## src/rtl/muxn_hs_reg.sv

```systemverilog
// rtl/muxn_hs_reg.sv - N-channel registered mux with valid/ready handshake, fixed or round-robin select
// Optional even-parity output o_par is built when MUXN_PARITY_EN is defined.
module muxn_hs_reg #(
  parameter int WIDTH = 8,
  parameter int NCH   = 4,
  parameter int SELW  = $clog2(NCH)
) (
  input  logic                   i_clk,
  input  logic                   i_rst,
  input  logic                   i_mode,
  input  logic [SELW-1:0]        i_sel,
  input  logic [NCH*WIDTH-1:0]   i_data,
  input  logic [NCH-1:0]         i_valid,
  output logic [NCH-1:0]         o_ready,
  output logic [WIDTH-1:0]       o_y,
  output logic                   o_valid,
  input  logic                   i_ready,
  output logic [SELW-1:0]        o_ch
`ifdef MUXN_PARITY_EN
  ,
  output logic                   o_par
`endif
);

  localparam logic [SELW:0]   NCH_W  = (SELW+1)'(NCH);
  localparam logic [SELW-1:0] LAST_CH = SELW'(NCH - 1);

  logic [WIDTH-1:0] r_y;
  logic             r_valid;
  logic [SELW-1:0]  r_ch;
  logic [SELW-1:0]  r_rr_ptr;

  logic             w_can_load;
  logic             w_found;
  logic [SELW-1:0]  w_gnt;
  logic [SELW:0]    w_idx;
  logic             w_xfer;
  logic [NCH-1:0]   w_ready;
  logic [WIDTH-1:0] w_data;
  logic [SELW-1:0]  w_next_ptr;

  assign w_can_load = !r_valid || i_ready;

  // Round-robin scans from rr_ptr upward and wraps; the first valid channel wins.
  always_comb begin
    w_found = 1'b0;
    w_gnt   = '0;
    w_idx   = '0;
    if (!i_mode) begin
      if ({1'b0, i_sel} < NCH_W) begin
        if (i_valid[i_sel]) begin
          w_found = 1'b1;
          w_gnt   = i_sel;
        end
      end
    end else begin
      for (int i = 0; i < NCH; i++) begin
        w_idx = {1'b0, r_rr_ptr} + (SELW+1)'(i);
        if (w_idx >= NCH_W) w_idx = w_idx - NCH_W;
        if (!w_found && i_valid[w_idx[SELW-1:0]]) begin
          w_found = 1'b1;
          w_gnt   = w_idx[SELW-1:0];
        end
      end
    end
  end

  // Ready is suppressed during reset so no producer sees a handshake that gets discarded.
  assign w_xfer = w_found && w_can_load && !i_rst;

  always_comb begin
    w_ready = '0;
    if (w_xfer) w_ready[w_gnt] = 1'b1;
  end

  assign o_ready    = w_ready;
  assign w_data     = i_data[w_gnt*WIDTH +: WIDTH];
  assign w_next_ptr = (w_gnt == LAST_CH) ? '0 : w_gnt + 1'b1;

  always_ff @(posedge i_clk or posedge i_rst) begin
    if (i_rst) begin
      r_y      <= '0;
      r_valid  <= 1'b0;
      r_ch     <= '0;
      r_rr_ptr <= '0;
    end else if (w_xfer) begin
      r_y     <= w_data;
      r_ch    <= w_gnt;
      r_valid <= 1'b1;
      if (i_mode) r_rr_ptr <= w_next_ptr;
    end else if (i_ready) begin
      r_valid <= 1'b0;
    end
  end

`ifdef MUXN_PARITY_EN
  logic r_par;

  always_ff @(posedge i_clk or posedge i_rst) begin
    if (i_rst) begin
      r_par <= 1'b0;
    end else if (w_xfer) begin
      r_par <= ^w_data;
    end
  end

  assign o_par = r_par;
`endif

  assign o_y     = r_y;
  assign o_valid = r_valid;
  assign o_ch    = r_ch;

endmodule

```

## config.mk

```make
export PLATFORM = sky130hd
export DESIGN_NAME = muxn_hs_reg
export DESIGN_NICKNAME = d
export VERILOG_FILES = /design/src/rtl/muxn_hs_reg.sv
export SDC_FILE = /design/constraint.sdc
export NUM_CORES = 1
export LEC_CHECK = 0
export BUFFER_PORTS_ARGS = -buffer_cell sky130_fd_sc_hd__buf_2
export CORE_UTILIZATION = 46
export CTS_CLUSTER_DIAMETER = 200
export DETAILED_ROUTE_END_ITERATION = 12
export GPL_ROUTABILITY_DRIVEN = 0
export PLACE_DENSITY = 0.88
export SLEW_MARGIN = 20
export SYNTH_ARGS = -nofsm -noshare
export SYNTH_HDL_FRONTEND = slang
export SYNTH_SLANG_ARGS = --single-unit
```

## constraint.sdc

```tcl
create_clock -name i_clk -period 4.1 [get_ports i_clk]
set_clock_uncertainty 0.05 [all_clocks]
set_input_delay 0.82 -clock i_clk [delete_from_list [all_inputs] [get_ports i_clk]]
set_output_delay 0.82 -clock i_clk [all_outputs]
set_load 0.02 [all_outputs]
```

==> qor.csv, run 1 <==
stage,metric,value,unit
status,status,finished clean,
global_routing,grt_max_degree,19,
finish,layout-drive-gt1-share,51.3,%
pwr,swShare,39.7,%
sta,max_slew_margin,74.5,%
finish,antenna_cells,0,
synthesis,ys_ff_latch,13,
finish,regArea,325,sq um
clocking,holdBufCountCts,0,
pwr,p_total,0.614,mW
drt,dr.pass1.iters,5,
floorplan,fp.dieW,48.1,um
synthesis,synth_warnings,0,
synthesis,syn_avg_cell_area,10.7,sq um
drt,vias,908,
drt,avgViaCountPerCell,5.13,
drt,drc_errors,0,
pwr,clkPwrFrac,12.6,%
pwr,p_leak,0.683,nW
pwr,seq_power_share,35.1,%
finish,final_common_cell,buf_2,
synthesis,synth_area_leaders,"dfrtp_1 33%, mux2i_1 26%, mux2_2 12%",
finish,final_core_util,65.2,%
worst_setup_path,cp_top_family,compound AO/OA/AOI/OAI gates,
pwr,ir_drop,0.000344,V
finish,layout_common_cells,"56 x buf_2, 25 x mux2i_1, 13 x dfrtp_1",
worst_setup_path,cp.required,3.23,ns
clocking,cts_tree,done,
synthesis,synth_area,976,sq um
sta,fin_crit_sh,78.5,%
pwr,pwr-share-comb,52.2,%
worst_setup_path,cp-end-kind,primary output,
synthesis,synth.distinct_cells,29,
sta,whs,0.444,ns
finish,synthToLayoutAreaGrowth,32.4,%
sta,fin_crit,3.22,ns
sta,finalSetupTns,0,ns
drt,drtAntennaViolNets,0,
pwr,netSwitchingPower,0.243,mW
sta,setup_viol,0,
clocking,insertion_delay,0.27,ns
drt,drt_iter0_drc,23,
floorplan,die_h,48.1,um
global_routing,antenna_found_initial,0,
finish,fill_cells,158,
synthesis,synth_area_leader_cell,dfrtp_1,
clocking,clock_path_buffers,2,
clocking,cts.sinks,13,
finish,multiInputGateArea,581,sq um
sta,maxSlewViolCount,0,
floorplan,pin_count,57,
global_routing,top_usage_layer,met2,
global_routing,use_met3,8.30,%
pwr,pwr_density_cell,475,nW/um^2
drt,routed_wl,2.24,mm
worst_setup_path,slowest_stage,o32a_2,
clocking,root_buffer,clkbuf_4,
pwr,internal-power,0.370,mW
sta,rsz0062_at_grt,no,
sta,finalHoldViolations,0,
global_routing,grt_use_met1,28.1,%
place,post-place-ws,0.888,ns
sta,worst-slew-pin-transition,0.381,ns
global_routing,grt_pass1_wl,3.55,mm
worst_setup_path,cp_cell_sequence,buf_2 > nand2b_1 > and4b_1 > a41oi_1 > o32a_2 > inv_1 > ha_1 > and2_1 > buf_2,
floorplan,core,1980,sq um
sta,layout_setup_ws,0.883,ns
floorplan,start_util,49.2,%
place,dp_hpwl,1.84,mm
clocking,clk_pin_slew_worst_paths,0.08,ns
hold_path,hp-class,reg2reg,
worst_setup_path,path_buf_inv,3,
worst_setup_path,crit_top_cell,buf_2,
synthesis,synth_top_area_share,33.3,%
global_routing,grt_use_total,22.9,%
synthesis,synthesis.instances,91,
worst_setup_path,cp-start-kind,input port,
clocking,cts_setup_buffers,0,
clocking,h-tree-depth,1,
global_routing,grtUsageMet2,35.7,%
floorplan,row_count,16,
floorplan,die_area,2310,sq um
synthesis,synth_fp_nets,134,
global_routing,grt_pass1_vias,827,
sta,max_freq,0.311,GHz
worst_setup_path,worst-path-max-fanout,11,
drt,wl_per_cell,12.7,um
job,cap_viol_max_count,0,
global_routing,grt_overflow,0,
synthesis,yosysSeqAreaShare,33.3,%
worst_setup_path,worstSetupPathType,in2out,
clocking,cts_made_buffers,3,
finish,layout.nets,194,
place,numPortBuffers,56,
worst_setup_path,arrival,2.35,ns
clocking,cts-resized-gates,0,
worst_setup_path,timing.critical_path.slowest_cell_delay,0.34,ns
==> stage by stage <==
stage | instances | cell area (sq um)
floorplan | 91 | 976
global placement | 173 | 1270
detailed placement | 173 | 1270
CTS | 177 | 1290
global route | 177 | 1290
finish | 177 | 1290
==> power by group through the flow <==
stage,registers [mW],logic (mW),clock network [mW]
6_report,0.216,0.320,0.0776
5_1_grt,0.222,0.346,0.0855
4_1_cts,0.217,0.323,0.0801
3_5_place_dp,0.218,0.323,0
3_3_place_gp,0.216,0.314,0
2_1_floorplan,0.270,0.181,0
==> sequential cells by signal, indices dropped and copies added (netlist names) <==
signal and count:
r_rr_ptr 2, o_y 8, o_ch 2, o_valid 1
==> final cells by class <==
class / count / area share (%)
Inverter: 7 / 2.42
Timing Repair Buffer: 58 / 22.8
Clock buffer: 4 / 2.03
Sequential cell: 13 / 25.2
Multi-Input combinational cell: 68 / 44.9
Tap cell: 27 / 2.61
==> final timing paths <==
check | start | to | slack (ns) | cells after the start
worst max-delay path | i_valid[1] | o_ready[3] | 0.88 | 9
max in group asynchronous | i_rst | o_y[5] | 3.34 | 3
worst min-delay path | o_ch[0] | o_ch[0] | 0.44 | 1
worst max register to register | r_rr_ptr[0] | r_rr_ptr[1] | 2.03 | 7
worst min register to register | o_ch[0] | o_ch[0] | 0.44 | 1
min in group asynchronous | i_rst | r_rr_ptr[0] | 0.50 | 3
==> cells in the mapped netlist (all sizes together) <==
master	count
mux2i	25
dfrtp	13
mux2	10
inv	7
nor2	5
a21oi	4
nand2b	4
buf	3
nand2	3
o21ai	2
o32a	2
a311oi	1
a41oi	1
and2	1
and3	1
and4b	1
ha	1
nand3b	1
nor3	1
nor3b	1
nor4	1
o21a	1
o221a	1
or2b	1
==> layer usage <==
layer	vias to the layer above	part of all wire, %
li1	456	-
met1	419	42
met2	26	52
met3	7	4.4
met4	0	1.9
met5	-	0
==> logic make-up (layout without fill, tap and decap cells) <==
logic type / after synthesis / in the layout / share of synthesized area (%)
adder cells (fa/ha/maj): 1 / 1 / 1.28
flip-flops: 13 / 13 / 33.3
AO/OA/AOI/OAI: 12 / 12 / 9.49
buffers and inverters: 10 / 69 / 7.18
AND/OR/NAND/NOR: 20 / 20 / 11.5
multiplexers: 35 / 35 / 37.2
==> worst reg2reg max path: cells and delay by family, from the launching register on <==
kind	cells	cell delay, ns
buffers and inverters	1	0.09
and+or+nand+nor	2	0.36
AOI/OAI and AO/OA	2	0.49
muxes	1	0.26
DFF	1	0.40
adders and majority gates	1	0.30
Note: power is estimated with default switching activity, not from simulation.
==> run 2, diff against run 1 <==
--- a/config.mk
+++ b/config.mk
@@ -6,11 +6,12 @@
 export NUM_CORES = 1
 export LEC_CHECK = 0
 export BUFFER_PORTS_ARGS = -buffer_cell sky130_fd_sc_hd__buf_2
-export CORE_UTILIZATION = 46
+export CORE_ASPECT_RATIO = 1.75
+export CORE_UTILIZATION = 39
 export CTS_CLUSTER_DIAMETER = 200
 export DETAILED_ROUTE_END_ITERATION = 12
 export GPL_ROUTABILITY_DRIVEN = 0
-export PLACE_DENSITY = 0.88
+export PLACE_DENSITY = 0.8
 export SLEW_MARGIN = 20
 export SYNTH_ARGS = -nofsm -noshare
 export SYNTH_HDL_FRONTEND = slang
==> constraint.sdc (replaced) <==
create_clock -name i_clk -period 2.8 [get_ports i_clk]
set_clock_uncertainty 0.05 [all_clocks]
set_input_delay 0.56 -clock i_clk [delete_from_list [all_inputs] [get_ports i_clk]]
set_output_delay 0.56 -clock i_clk [all_outputs]
set_load 0.02 [all_outputs]
==> run 2 against run 1 <==
Worst setup slack worse by 0.77 ns. Register-to-register slack lost 1.4 ns. Wire length grew 5.5%. Largest cell class unchanged. Largest power group unchanged.
==> qor.csv, run 2 (same netlist as run 1, synthesis figures left out) <==
stage,metric,value,unit,change
status,status,finished clean,,unchanged
floorplan,fp.dieW,39.8,um,was 48.1 um
pwr,ir_drop,0.000367,V,was 0.000344 V
clocking,cts_made_buffers,3,,unchanged
finish,synthToLayoutAreaGrowth,36.4,%,was 32.4%
worst_setup_path,worst-path-max-fanout,7,,was 11
drt,avgViaCountPerCell,5.24,,was 5.13
worst_setup_path,rr_startpoint,r_rr_ptr[0],,unchanged
floorplan,start_util,41.9,%,was 49.2%
worst_setup_path,timing.critical_path.slowest_cell_delay,0.29,ns,was 0.34 ns
sta,fin_crit_sh,96.0,%,
place,dp_hpwl,1.97,mm,was 1.84 mm
worst_setup_path,crit_top_cell,buf_2,,unchanged
pwr,netSwitchingPower,0.364,mW,was 0.243 mW
global_routing,antenna_found_initial,0,,unchanged
clocking,cts_setup_buffers,0,,unchanged
place,numPortBuffers,56,,unchanged
clocking,cts_tree,done,,unchanged
pwr,clkPwrFrac,16.7,%,was 12.6%
sta,max_freq,0.372,GHz,
global_routing,grt_use_total,19.1,%,was 22.9%
worst_setup_path,worstRegToRegCells,7,,unchanged
job,cap_viol_max_count,0,,unchanged
worst_setup_path,r2r_setup_slack,0.65,ns,was 2.03 ns
drt,routed_wl,2.36,mm,was 2.24 mm
pwr,p_leak,0.706,nW,was 0.683 nW
drt,drc_errors,0,,unchanged
floorplan,pin_count,57,,unchanged
pwr,swShare,37.9,%,was 39.7%
global_routing,grt_max_degree,14,,was 19
clocking,insertion_delay,0.24,ns,was 0.27 ns
drt,vias,933,,was 908
sta,layout_setup_ws,0.113,ns,was 0.883 ns
sta,worst-slew-pin-transition,0.362,ns,was 0.381 ns
global_routing,grt_pass1_vias,942,,was 827
sta,maxSlewViolCount,0,,unchanged
clocking,h-tree-depth,1,,unchanged
finish,largest_reg_flops,8,,unchanged
clocking,clk_pin_slew_worst_paths,0.05,ns,was 0.08 ns
place,post-place-ws,0.132,ns,was 0.888 ns
floorplan,row_count,23,,was 16
worst_setup_path,reg2reg_to,o_y[2],,was r_rr_ptr[1]
finish,layout.nets,197,,was 194
clocking,holdBufCountCts,0,,unchanged
worst_setup_path,cp-end-kind,primary output,,unchanged
global_routing,grt_pass1_wl,3.59,mm,was 3.55 mm
sta,finalSetupTns,0,ns,unchanged
drt,dr.pass1.iters,4,,was 5
pwr,internal-power,0.598,mW,was 0.370 mW
worst_setup_path,worstSetupPathType,in2out,,unchanged
clocking,root_buffer,clkbuf_8,,was clkbuf_4
worst_setup_path,cp-start-kind,input port,,unchanged
clocking,clock_path_buffers,2,,unchanged
finish,final_common_cell,buf_2,,unchanged
hold_path,hp-class,in2async,,was reg2reg
sta,setup_viol,0,,unchanged
finish,antenna_cells,0,,unchanged
sta,max_slew_margin,75.7,%,was 74.5%
finish,layout_common_cells,"56 x buf_2, 25 x mux2i_1, 13 x dfrtp_1",,unchanged
worst_setup_path,slowest_stage,o32a_2,,unchanged
worst_setup_path,cp_cell_sequence,buf_2 > nand2b_1 > and4b_1 > a41oi_1 > o32a_2 > inv_1 > ha_1 > and2_1 > buf_2,,unchanged
floorplan,die_h,68.2,um,was 48.1 um
sta,whs,0.313,ns,was 0.444 ns
drt,drtAntennaViolNets,0,,unchanged
pwr,pwr-share-comb,50.7,%,was 52.2%
global_routing,grt_overflow,0,,unchanged
finish,fill_cells,220,,was 158
pwr,pwr_density_cell,723,nW/um^2,was 475 nW/um^2
worst_setup_path,cp.required,2.19,ns,was 3.23 ns
floorplan,core,2330,sq um,was 1980 sq um
drt,wl_per_cell,13.3,um,was 12.7 um
pwr,seq_power_share,32.6,%,was 35.1%
clocking,cts-resized-gates,0,,unchanged
sta,fin_crit,2.69,ns,
sta,rsz0062_at_grt,no,,unchanged
pwr,p_total,0.963,mW,was 0.614 mW
sta,finalHoldViolations,0,,unchanged
finish,layout-drive-gt1-share,52.3,%,was 51.3%
worst_setup_path,arrival,2.08,ns,was 2.35 ns
clocking,cts.sinks,13,,unchanged
drt,drt_iter0_drc,28,,was 23
floorplan,die_area,2710,sq um,was 2310 sq um
==> run 2: changes by cell type in the layout (fill, tap and decap cells not counted) <==
cell and change:
buf_4 +3, clkbuf_4 -3, clkbuf_8 +3
==> run 2: how the worst max path moves through the flow <==
stage	end	slack (ns)	startpoint	cells past startpoint
after global placement	o_ready[3]	0.23	i_valid[2]	8
after detailed placement	o_ready[3]	0.13	i_valid[2]	8
final	o_ready[3]	0.11	i_valid[1]	9
after floorplan	o_ready[1]	0.41	i_rst	5
after global routing	o_ready[3]	0.06	i_valid[1]	9
after CTS	o_ready[3]	0.13	i_valid[2]	8
==> run 2: power by group through the flow <==
| stage | sequential, mW | clock [mW] | combinational, mW |
|---|---|---|---|
| after floorplan | 0.395 | 0 | 0.266 |
| after global placement | 0.312 | 0 | 0.477 |
| after detailed placement | 0.316 | 0 | 0.494 |
| after CTS | 0.314 | 0.165 | 0.495 |
| after global routing | 0.324 | 0.179 | 0.525 |
| final | 0.314 | 0.161 | 0.488 |
==> run 2: worst max-delay path, delay by kind of cell <==
kind	cells	cell delay, ns
AOI/OAI and AO/OA	2	0.49
and+or+nand+nor	3	0.48
buffers and inverters	3	0.36
adders and majority gates	1	0.19
==> run 2: through the flow <==
step,instances,utilization (%),cell area (sq um)
6_report,178,57.1,1330
2_1_floorplan,91,-,976
5_1_grt,178,57.1,1330
3_5_place_dp,174,55.2,1290
3_3_place_gp,174,55.2,1290
4_1_cts,178,57.1,1330
==> run 2: routing by layer <==
metal	part of all wire [%]	GRT usage, %	vias up
met5	0	0	-
met4	0.34	7.76	0
met3	4.8	2.92	2
met2	60	39.1	39
met1	35	16.1	434
li1	-	-	458
==> run 2: final cells by class <==
class | count | area [sq um] | share of cell area (%)
timing repair buffer | 61 | 318 | 23.9
clock buffer | 4 | 45.0 | 3.38
sequential | 13 | 325 | 24.4
multi-input combinational | 68 | 581 | 43.6
inverter | 7 | 31.3 | 2.35
tap | 25 | 31.3 | 2.35
==> run 3, diff against run 2 <==
==> config.mk (replaced) <==
export PLATFORM = sky130hd
export DESIGN_NAME = muxn_hs_reg
export DESIGN_NICKNAME = d
export VERILOG_FILES = /design/src/rtl/muxn_hs_reg.sv
export SDC_FILE = /design/constraint.sdc
export NUM_CORES = 1
export LEC_CHECK = 0
export BUFFER_PORTS_ARGS = -buffer_cell sky130_fd_sc_hd__clkbuf_2
export CORE_UTILIZATION = 45
export CTS_BUF_LIST = sky130_fd_sc_hd__clkbuf_8
export CTS_CLUSTER_DIAMETER = 200
export DETAILED_ROUTE_END_ITERATION = 12
export GPL_ROUTABILITY_DRIVEN = 0
export PLACE_DENSITY = 0.86
export SLEW_MARGIN = 20
export SYNTH_ARGS = -nofsm -noshare
export SYNTH_HDL_FRONTEND = slang
export SYNTH_SLANG_ARGS = --single-unit
==> constraint.sdc (replaced) <==
create_clock -name i_clk -period 2.65 [get_ports i_clk]
set_clock_uncertainty 0.05 [all_clocks]
set_input_delay 0.53 -clock i_clk [delete_from_list [all_inputs] [get_ports i_clk]]
set_output_delay 0.53 -clock i_clk [all_outputs]
set_load 0.02 [all_outputs]
==> run 3 against run 2 <==
Sequential share of layout area about the same. Register-to-register slack got worse by 0.16 ns. Via count rose by 1.7%. Sequential power grew 9.2%. Worst hold slack worse by 0.048 ns. Non-clock buffer count unchanged. Cell count rose by 1.1%. Die area shrank 13%. Critical path type is now reg2out.
==> qor.csv, run 3 (same netlist as run 1, synthesis figures left out) <==
stage,metric,value,unit,change
status,status,finished clean,,unchanged
sta,layout_setup_ws,0.120,ns,was 0.113 ns
place,dp_hpwl,1.97,mm,about the same
worst_setup_path,arrival,1.95,ns,was 2.08 ns
finish,layout_common_cells,"56 x clkbuf_2, 25 x mux2i_1, 13 x dfrtp_1",,"was 56 x buf_2, 25 x mux2i_1, 13 x dfrtp_1"
sta,max_slew_margin,76.4,%,was 75.7%
clocking,root_buffer,clkbuf_8,,unchanged
worst_setup_path,worstSetupPathType,reg2out,,was in2out
floorplan,row_count,16,,was 23
drt,drt_iter0_drc,12,,was 28
pwr,p_leak,0.718,nW,was 0.706 nW
global_routing,grt_pass1_wl,4.08,mm,was 3.59 mm
worst_setup_path,cp-start-kind,flop,,was input port
pwr,p_total,1.03,mW,was 0.963 mW
drt,avgViaCountPerCell,5.27,,was 5.24
clocking,clk_pin_slew_worst_paths,0.06,ns,was 0.05 ns
sta,rsz0062_at_grt,no,,unchanged
sta,fin_crit,2.53,ns,
pwr,pwr_density_cell,776,nW/um^2,was 723 nW/um^2
floorplan,die_h,48.6,um,was 68.2 um
pwr,ir_drop,0.000417,V,was 0.000367 V
sta,maxSlewViolCount,0,,unchanged
finish,antenna_cells,0,,unchanged
drt,dr.pass1.iters,4,,unchanged
finish,layout.nets,197,,unchanged
clocking,cts-resized-gates,0,,unchanged
clocking,cts_tree,done,,unchanged
clocking,insertion_delay,0.24,ns,about the same
drt,vias,949,,was 933
hold_path,hp-class,in2async,,unchanged
clocking,cts_made_buffers,3,,unchanged
global_routing,grt_pass1_vias,916,,was 942
global_routing,antenna_found_initial,0,,unchanged
drt,drc_errors,0,,unchanged
finish,layout-drive-gt1-share,52.3,%,unchanged
job,cap_viol_max_count,0,,unchanged
sta,fin_crit_sh,95.5,%,
place,numPortBuffers,56,,unchanged
sta,worst-slew-pin-transition,0.351,ns,was 0.362 ns
floorplan,fp.dieW,48.6,um,was 39.8 um
drt,drtAntennaViolNets,0,,unchanged
floorplan,core,2000,sq um,was 2330 sq um
place,post-place-ws,0.121,ns,was 0.132 ns
sta,setup_viol,0,,unchanged
drt,routed_wl,2.49,mm,was 2.36 mm
worst_setup_path,cp.required,2.07,ns,was 2.19 ns
clocking,clock_path_buffers,2,,unchanged
worst_setup_path,cp-end-kind,primary output,,unchanged
sta,finalSetupTns,0,ns,unchanged
global_routing,grt_max_degree,14,,unchanged
global_routing,grt_overflow,0,,unchanged
worst_setup_path,worst-path-max-fanout,6,,was 7
clocking,h-tree-depth,1,,unchanged
clocking,cts.sinks,13,,unchanged
floorplan,start_util,48.8,%,was 41.9%
drt,wl_per_cell,13.8,um,was 13.3 um
finish,final_common_cell,clkbuf_2,,was buf_2
floorplan,pin_count,57,,unchanged
sta,finalHoldViolations,0,,unchanged
global_routing,grt_use_total,23.1,%,was 19.1%
floorplan,die_area,2360,sq um,was 2710 sq um
finish,largest_reg_flops,8,,unchanged
sta,max_freq,0.395,GHz,
finish,fill_cells,166,,was 220
finish,synthToLayoutAreaGrowth,36.7,%,was 36.4%
==> run 3: changes by cell type in the layout (fill, tap and decap cells not counted), sizes merged <==
cell	previous run	this run
inv	7	8
clkbuf	4	59
buf	61	5
==> run 3: area by class of cell <==
class | count | area [sq um] | share of cell area, %
Inverter | 7 | 31.3 | 2.35
Clock buffer | 3 | 41.3 | 3.10
Sequential cell | 13 | 325 | 24.4
Tap cell | 27 | 33.8 | 2.53
Clock inverter | 1 | 3.75 | 0.281
Timing Repair Buffer | 61 | 318 | 23.8
Multi-Input combinational cell | 68 | 581 | 43.5
==> run 3: worst max-delay path: stages, from the launching register on <==
cell	delay [ns]
dfrtp_1	0.41
nand2b_1	0.18
and4b_1	0.19
a41oi_1	0.15
o32a_2	0.24
inv_1	0.07
ha_1	0.18
and2_1	0.13
clkbuf_2	0.15
==> run 3: through the flow <==
step                util [%]  cells  hold WS (ns)  area, sq um
floorplan                  -     91         0.365          976
global placement        64.4    176         0.431         1290
detailed placement      64.4    176         0.439         1290
CTS                     66.6    180         0.263         1330
global route            66.6    180         0.279         1330
finish                  66.6    180         0.266         1330
==> run 3: where the power goes <==
part | total [mW] | internal [mW] | leakage (nW) | switching (mW)
registers | 0.343 | 0.283 | 0.150 | 0.0603
clock network | 0.176 | 0.102 | 0.0269 | 0.0736
logic | 0.515 | 0.242 | 0.541 | 0.274
==> run 3: repair_timing <==
action                                  CTS  global route
buffers inserted                          0             0
endpoints found under the setup margin    0             1
hold buffers                              0             0
==> run 3: path summary, 6_finish.rpt <==
check | from | to | slack (ns) | depth (start not counted)
hold reg to reg | o_ch[0] | o_ch[0] | 0.45 | 1
hold / removal | i_rst | o_ch[1] | 0.27 | 3
min in group i_clk | i_ready | o_valid | 0.45 | 2
setup reg to reg | r_rr_ptr[0] | o_y[6] | 0.49 | 8
max in group asynchronous | i_rst | o_y[7] | 2.12 | 3
setup / recovery | r_rr_ptr[0] | o_ready[3] | 0.12 | 8
==> run 3: routing by layer <==
layer	track usage, %	part of all wire (%)
met2	42.5	54
met1	24.7	39
met5	0	0
met3	5.03	5.6
met4	11.8	1.7
